<file path="src/rtl/instr_mem_loader.sv">
// Byte-stream program loader: packs low/high byte pairs into instruction words
// and writes them to instruction memory, flagging overflow and odd-length programs.
module instr_mem_loader #(
   parameter int DATA_WIDTH = 10,
   parameter int MEM_DEPTH  = 8,
   parameter int ADDR_WIDTH = 3
) (
   input  logic                  clk,
   input  logic                  rst,
   input  logic                  arm,
   input  logic                  s_valid,
   output logic                  s_ready,
   input  logic [7:0]            s_data,
   input  logic                  s_last,
   output logic                  wr_en,
   output logic [ADDR_WIDTH-1:0] wr_addr,
   output logic [DATA_WIDTH-1:0] wr_data,
   output logic                  busy,
   output logic                  load_done,
   output logic [ADDR_WIDTH:0]   word_count,
   output logic                  err_overflow,
   output logic                  err_odd,
   output logic                  cpu_start
);

   typedef enum logic [2:0] {IDLE, LO, HI, WRITE, DRAIN, DONE} state_t;

   localparam logic [ADDR_WIDTH:0] LAST_SLOT = (ADDR_WIDTH+1)'(MEM_DEPTH - 1);

   state_t     state, state_nxt;
   logic [7:0] lo_byte;
   logic       final_flag;
   logic       xfer;

   assign xfer = s_valid & s_ready;

   always_ff @(posedge clk) begin
      if (rst) state <= IDLE;
      else     state <= state_nxt;
   end

   always_comb begin
      state_nxt = state;
      case (state)
         IDLE, DONE: if (arm) state_nxt = LO;
         LO:         if (xfer) state_nxt = s_last ? WRITE : HI;
         HI:         if (xfer) state_nxt = WRITE;
         WRITE: begin
            if (final_flag)                   state_nxt = DONE;
            else if (word_count == LAST_SLOT) state_nxt = DRAIN;
            else                              state_nxt = LO;
         end
         DRAIN:      if (xfer && s_last) state_nxt = DONE;
         default:    state_nxt = IDLE;
      endcase
   end

   always_comb begin
      s_ready   = (state == LO) || (state == HI) || (state == DRAIN);
      busy      = (state != IDLE) && (state != DONE);
      load_done = (state == DONE);
      wr_en     = (state == WRITE);
   end

   // wr_addr/wr_data are only loaded on the transfer that enters WRITE,
   // so they hold the last written word at all other times.
   always_ff @(posedge clk) begin
      if (rst) begin
         lo_byte      <= '0;
         final_flag   <= 1'b0;
         wr_addr      <= '0;
         wr_data      <= '0;
         word_count   <= '0;
         err_overflow <= 1'b0;
         err_odd      <= 1'b0;
         cpu_start    <= 1'b0;
      end else begin
         cpu_start <= 1'b0;
         case (state)
            IDLE, DONE: begin
               if (arm) begin
                  word_count   <= '0;
                  err_overflow <= 1'b0;
                  err_odd      <= 1'b0;
               end
            end
            LO: begin
               if (xfer) begin
                  lo_byte <= s_data;
                  if (s_last) begin
                     wr_data    <= {{(DATA_WIDTH-8){1'b0}}, s_data};
                     wr_addr    <= word_count[ADDR_WIDTH-1:0];
                     final_flag <= 1'b1;
                     err_odd    <= 1'b1;
                  end
               end
            end
            HI: begin
               if (xfer) begin
                  wr_data    <= {s_data[DATA_WIDTH-9:0], lo_byte};
                  wr_addr    <= word_count[ADDR_WIDTH-1:0];
                  final_flag <= s_last;
               end
            end
            WRITE: begin
               word_count <= word_count + 1'b1;
               if (final_flag)
                  cpu_start <= !err_overflow && !err_odd;
               else if (word_count == LAST_SLOT)
                  err_overflow <= 1'b1;
            end
            default: ;
         endcase
      end
   end

endmodule

</file>
<file path="config.mk">
export PLATFORM = sky130hd
export DESIGN_NAME = instr_mem_loader
export DESIGN_NICKNAME = d
export VERILOG_FILES = /design/src/rtl/instr_mem_loader.sv
export SDC_FILE = /design/constraint.sdc
export NUM_CORES = 1
export LEC_CHECK = 0
export ABC_AREA = 1
export CAP_MARGIN = 20
export CORE_MARGIN = 2
export CORE_UTILIZATION = 35
export DETAILED_ROUTE_END_ITERATION = 16
export GPL_TIMING_DRIVEN = 0
export PLACE_DENSITY_LB_ADDON = 0.1
export RECOVER_POWER = 25
export SETUP_SLACK_MARGIN = 0.4
export SLEW_MARGIN = 5
export SYNTH_ARGS = -nofsm -noshare
export SYNTH_HDL_FRONTEND = slang
export SYNTH_SLANG_ARGS = --single-unit
</file>
<file path="constraint.sdc">
create_clock -name clk -period 1.5 [get_ports clk]
set_clock_uncertainty 0.15 [all_clocks]
set_input_delay 0.225 -clock clk [delete_from_list [all_inputs] [get_ports clk]]
set_output_delay 0.225 -clock clk [all_outputs]
set_load 0.005 [all_outputs]
</file>
==> results of run 1 <==
## critical path: stages, from the launching register on
cell,delay [ps]
dfxtp_4,360
buf_4,140
buf_4,140
nand3_2,90
nand3_2,70
buf_2,120
## worst paths after layout
path / start / end / slack (ps) / depth (start not counted)
worst min-delay path: lo_byte[6] / lo_byte[6] / 300 / 2
worst min register to register: lo_byte[6] / lo_byte[6] / 300 / 2
worst max register to register: state[2] / wr_data[3] / -30 / 9
worst max-delay path: state[2] / s_ready / -70 / 5
## synthesized netlist by cell type (all sizes together)
library cell  instances  area share
nand2                51        0.15
nor2                 34       0.099
dfxtp                32        0.42
o21ai                23       0.076
inv                  18       0.048
nand3                18       0.071
a21oi                16       0.058
buf                   5       0.040
clkbuf                3      0.0074
nand4                 2      0.0082
a31o                  1      0.0058
clkinv                1      0.0058
ha                    1      0.0082
nor3                  1      0.0033
## where the power goes
part / leakage [nW] / total [mW] / switching (mW) / internal (mW)
clock network: 0.0645 / 0.909 / 0.323 / 0.586
registers: 0.272 / 1.13 / 0.113 / 1.02
logic: 0.872 / 2.01 / 1.04 / 0.964
total: 1.21 / 4.05 / 1.48 / 2.57
## area by class of cell
| cell class | instances | area, um^2 | area share |
|---|---|---|---|
| Clock buffer | 7 | 96.3 | 0.0363 |
| Multi-Input combinational cell | 147 | 986 | 0.371 |
| Timing Repair Buffer | 66 | 616 | 0.232 |
| Sequential cell | 32 | 683 | 0.257 |
| Tap cell | 50 | 62.6 | 0.0236 |
| Clock inverter | 1 | 30.0 | 0.0113 |
| Buffer | 8 | 87.6 | 0.0330 |
| Inverter | 19 | 93.8 | 0.0353 |
## metrics by stage
step,instances,power (mW),utilization,TNS (ps)
after global placement,292,2.35,0.483,-5200
after CTS,327,3.75,0.586,-131
after global routing,330,4.27,0.650,-1120
after detailed placement,292,2.34,0.483,-5190
after floorplan,206,1.92,-,0
final,330,4.05,0.650,-322
## layer usage
layer,vias up,global-route usage,share of wire
li1,817,-,-
met1,731,0.252,0.47
met2,35,0.281,0.48
met3,5,0.0361,0.046
met4,0,0.0662,0.0075
met5,-,0,0
## kinds of logic (layout without fill, tap and decap cells)
| family | Yosys count | count (layout) | share of synthesized area |
|---|---|---|---|
| compound gates | 40 | 40 | 0.139 |
| fa+ha+maj | 1 | 1 | 0.00824 |
| buf+inv | 27 | 101 | 0.101 |
| flops | 32 | 32 | 0.422 |
| simple gates | 106 | 106 | 0.329 |
## what timing repair did
item                                    4_1_cts  5_1_grt
setup buffers                                26        1
gates resized for setup                     155       52
cloned                                        1        2
hold endpoints to repair                      0        0
endpoints found under the setup margin       56       55
pin swaps                                    10        7
## layout by cell type (no fill, tap or decap), types with 4 or more instances in the layout
cell type,n
a21oi_1,8
o21ai_2,4
dfxtp_4,6
clkbuf_8,7
nand3_1,9
nor2_2,6
clkdlybuf4s50_1,11
o21ai_0,10
o21ai_1,9
nand2_4,9
buf_2,12
inv_1,13
a21oi_2,8
nor2_4,12
nor2_1,16
buf_4,19
nand3_2,6
dfxtp_1,10
nand2_1,32
dfxtp_2,16
nand2_2,8
buf_6,19
## state kept, by name, summed over array words and instances (netlist names)
register	cells
lo_byte	8
word_count	4
state	3
err_odd	1
cpu_start	1
wr_addr	3
final_flag	1
err_overflow	1
wr_data	10
==> impl_metrics.env, run 1 <==
export IMPL_status="complete, but fails checks"
export IMPL_violations="negative setup slack"
export IMPL_core_area_um2=4090
export IMPL_syn_inst=206
export IMPL_fill_cells=353
export IMPL_leakagePower_nw=1.21
export IMPL_max_freq_ghz=0.636
export IMPL_ys_ff_latch=32
export IMPL_fin_nets=293
export IMPL_wl_per_cell_um=13.7
export IMPL_syn_cell_area_um2=1520
export IMPL_powerDensity_nw_per_um2=1520
export IMPL_clock_latency_ps=280
export IMPL_start_kind="flop"
export IMPL_cts_max_level=2
export IMPL_postCtsHoldBufs=0
export IMPL_worst_slack_ps=-72.1
export IMPL_worst_pin_slew_ps=313
export IMPL_critical_path_max_fanout=3
export IMPL_period_needed_ps=1570
export IMPL_vias_per_cell=4.81
export IMPL_dpl_hpwl_um=2620
export IMPL_syn_area_per_cell_um2=7.37
export IMPL_antenna_cells=0
export IMPL_num_vias=1588
export IMPL_cp_required_ps=1120
export IMPL_dr_pass1_iters=4
export IMPL_grt_pass1_vias=1479
export IMPL_antenna_left=0
export IMPL_numCtsBuffers=5
export IMPL_numPortBuffers=36
export IMPL_grt_pass1_wl_um=7170
export IMPL_max_vdd_ir_drop_mv=0.736
export IMPL_place_ws_ps=-360
export IMPL_dieArea_um2=4880
export IMPL_drt_iter0_drc=73
export IMPL_die_x_um=69.9
export IMPL_dieHeight_um=69.9
export IMPL_criticalPathCategory="reg2out"
export IMPL_ios=37
export IMPL_syn_num_nets=220
export IMPL_rows=23
export IMPL_min_period_over_period=1.05
export IMPL_hold_ws_ps=303
export IMPL_grt_max_degree=11
export IMPL_cp_data_arrival_time_ps=1200
export IMPL_drt_total_wl_um=4520
export IMPL_gp_congestion=0.744
export IMPL_ys_warnings_count=0
export IMPL_place_area_um2=1970
export IMPL_start_util=0.371
export IMPL_grtUsageTotal=0.182
export IMPL_drc=0
export IMPL_clk_pin_slew_worst_paths_ps=70
export IMPL_rsz0062_at_grt="yes"
export IMPL_cts_sinks=32
export IMPL_end_kind="output port"
export IMPL_cts_tree="yes"
export IMPL_drv_cap=0
export IMPL_grt_ovfl_total=0
export IMPL_hold_class="reg2reg"
export IMPL_yosysSeqAreaShare=0.422
export IMPL_setup_violations_final=12
export IMPL_syn_to_final_growth_pct=74.9
export IMPL_yosysUniqueCellTypes=24
export IMPL_antenna_found_initial=0
export IMPL_cts_path_max_buffers=2
export IMPL_cts_root_buf="clkbuf_8"
export IMPL_hold_viol=0
export IMPL_design_area_um2=2660
export IMPL_slew_headroom=0.792
export IMPL_drive_gt1_frac=0.557
export IMPL_slew_viol_final=0
No activity file was read; power rests on OpenSTA's default activity.
==> run 2: changes to the inputs <==
- CORE_UTILIZATION: 35 -> 44
- REMOVE_ABC_BUFFERS: unset -> 1
- SLEW_MARGIN: 5 -> 20
==> impl_metrics.env, run 2 (synthesized netlist as in run 1, its figures left out) <==
export IMPL_dr_wl_met3_um=149
export IMPL_max_freq_ghz=0.653
export IMPL_cts_path_max_buffers=2
export IMPL_critical_path_max_fanout=3
export IMPL_ios=37
export IMPL_internal_power_mw=1.96
export IMPL_met1Wirelength_um=1760
export IMPL_cts_root_buf="clkbuf_4"
export IMPL_rows=21
export IMPL_worst_path_max_delay_cell="dfxtp_4"
export IMPL_crit_path_end="s_ready"
export IMPL_criticalPathCategory="reg2out"
export IMPL_rsz0062_at_grt="yes"
export IMPL_status="complete, but fails checks"
export IMPL_path_cells="nor2_4 -> buf_6 -> nand2_4 -> nand3_2 -> buf_2"
export IMPL_drive_gt1_frac=0.476
export IMPL_reg_top3="wr_data: 10 flops, lo_byte: 8 flops, word_count: 4 flops"
export IMPL_drt_total_wl_um=4080
export IMPL_p_clk_frac=0.143
export IMPL_largest_reg_flops=10
export IMPL_cts_sinks=32
export IMPL_worst_slack_ps=-31.3
export IMPL_layout_common_cells="37 x nand2_1, 27 x nor2_1, 20 x buf_2"
export IMPL_comb_power_share=0.514
export IMPL_clock_latency_ps=330
export IMPL_switching_share=0.396
export IMPL_fin_nets=285
export IMPL_leakagePower_nw=1.05
export IMPL_die_x_um=62.7
export IMPL_critPathMaxStageDelay_ps=370
export IMPL_top_register="wr_data"
export IMPL_instances_no_fill=317
export IMPL_drt_iter0_drc=83
export IMPL_start_kind="flop"
export IMPL_powerDensity_nw_per_um2=1400
export IMPL_dpl_hpwl_um=2250
export IMPL_slew_viol_final=0
export IMPL_grt_pass1_wl_um=6640
export IMPL_dieArea_um2=3940
export IMPL_grt_max_degree=15
export IMPL_period_needed_ps=1530
export IMPL_switchingPower_mw=1.29
export IMPL_end_kind="output port"
export IMPL_numPortBuffers=36
export IMPL_dieHeight_um=62.7
export IMPL_cp_data_arrival_time_ps=1160
export IMPL_route_met2_wl_um=2140
export IMPL_dp_cells=280
export IMPL_wl_per_cell_um=12.9
export IMPL_dr_pass1_iters=6
export IMPL_regArea_um2=676
export IMPL_reg2reg_to="lo_byte[6]"
export IMPL_r2r_cells=8
export IMPL_cp_required_ps=1120
export IMPL_gp_congestion=0.825
export IMPL_cp_startpoint="state[0]"
export IMPL_violations="negative setup slack"
export IMPL_hold_class="in2reg"
export IMPL_setup_violations_final=2
export IMPL_final_common_cell="nand2_1"
export IMPL_vias_per_cell=4.97
export IMPL_grt_pass1_vias=1407
export IMPL_core_area_um2=3340
export IMPL_drc=0
export IMPL_antenna_cells=0
export IMPL_min_period_over_period=1.02
export IMPL_syn_to_final_growth_pct=52.7
export IMPL_reg2reg_slack_ps=0
export IMPL_timing_rr_start="state[1]"
export IMPL_grtUsageTotal=0.212
export IMPL_cts_tree="yes"
export IMPL_fill_cells=303
export IMPL_worst_pin_slew_ps=382
export IMPL_setup_tns_ps=-34.3
export IMPL_numCtsBuffers=5
export IMPL_slew_headroom=0.746
export IMPL_clk_pin_slew_worst_paths_ps=100
export IMPL_drv_cap=0
export IMPL_hold_viol=0
export IMPL_num_vias=1575
export IMPL_grt_ovfl_total=0
export IMPL_antenna_found_initial=0
export IMPL_highest_layer="met4"
export IMPL_p_seq_frac=0.344
export IMPL_cts_max_level=2
export IMPL_antenna_left=0
export IMPL_hold_ws_ps=227
export IMPL_max_vdd_ir_drop_mv=0.627
export IMPL_multi_input_area_um2=877
export IMPL_start_util=0.455
==> run 2: worst max-delay path, delay by kind of cell (launching register included) <==
| family | cells | cell delay, ps |
|---|---|---|
| buffers and inverters | 2 | 220 |
| DFF | 1 | 370 |
| and+or+nand+nor | 3 | 220 |
==> run 2: final cells by class <==
cell class                      instances  area share
Timing Repair Buffer                   63       0.233
Clock buffer                            6      0.0178
Clock inverter                          1     0.00216
Timing Repair inverter                  2     0.00648
Sequential cell                        32       0.292
Multi-Input combinational cell        148       0.379
Inverter                               19      0.0459
Tap cell                               46      0.0248
==> run 2: through the flow <==
step / instance area (um^2) / setup slack [ps] / power [mW] / utilization
after floorplan: 1450 / 27.5 / 1.78 / -
after global placement: 1860 / -487 / 2.17 / 0.558
after detailed placement: 1860 / -519 / 2.18 / 0.558
after CTS: 2160 / -30.6 / 3.05 / 0.648
after global routing: 2320 / -104 / 3.49 / 0.694
final: 2320 / -31.3 / 3.24 / 0.694
==> run 2: how the worst min path moves through the flow <==
stage | start | end | depth (start not counted)
global route | rst | word_count[1] | 2
detailed placement | lo_byte[5] | lo_byte[5] | 2
CTS | rst | wr_addr[1] | 2
finish | rst | word_count[1] | 2
global placement | err_overflow | cpu_start | 1
floorplan | rst | final_flag | 1
==> run 2: what timing repair did <==
action,4_1_cts,5_1_grt
gates resized for setup,167,37
setup endpoints to repair,56,56
pin swaps,13,10
gates cloned,3,1
hold buffers,0,0
buffers inserted,24,2
==> run 2: power by group through the flow <==
stage	registers (mW)	clock network, mW	logic, mW
after detailed placement	1.14	0	1.03
after global placement	1.14	0	1.03
after global routing	1.14	0.530	1.82
final	1.12	0.463	1.67
after floorplan	1.13	0	0.649
after CTS	1.12	0.472	1.46
==> run 2: metal layers <==
metal / GRT usage / vias to the layer above
met3: 0.0486 / 4
met1: 0.272 / 738
li1: - / 795
met4: 0.0583 / 0
met5: 0 / -
met2: 0.358 / 38
==> run 3: changes to the inputs <==
- CTS_CLUSTER_SIZE: unset -> 12
==> results of run 3 <==
Same layout as run 2: the final DEF is identical, and so are final timing and power.
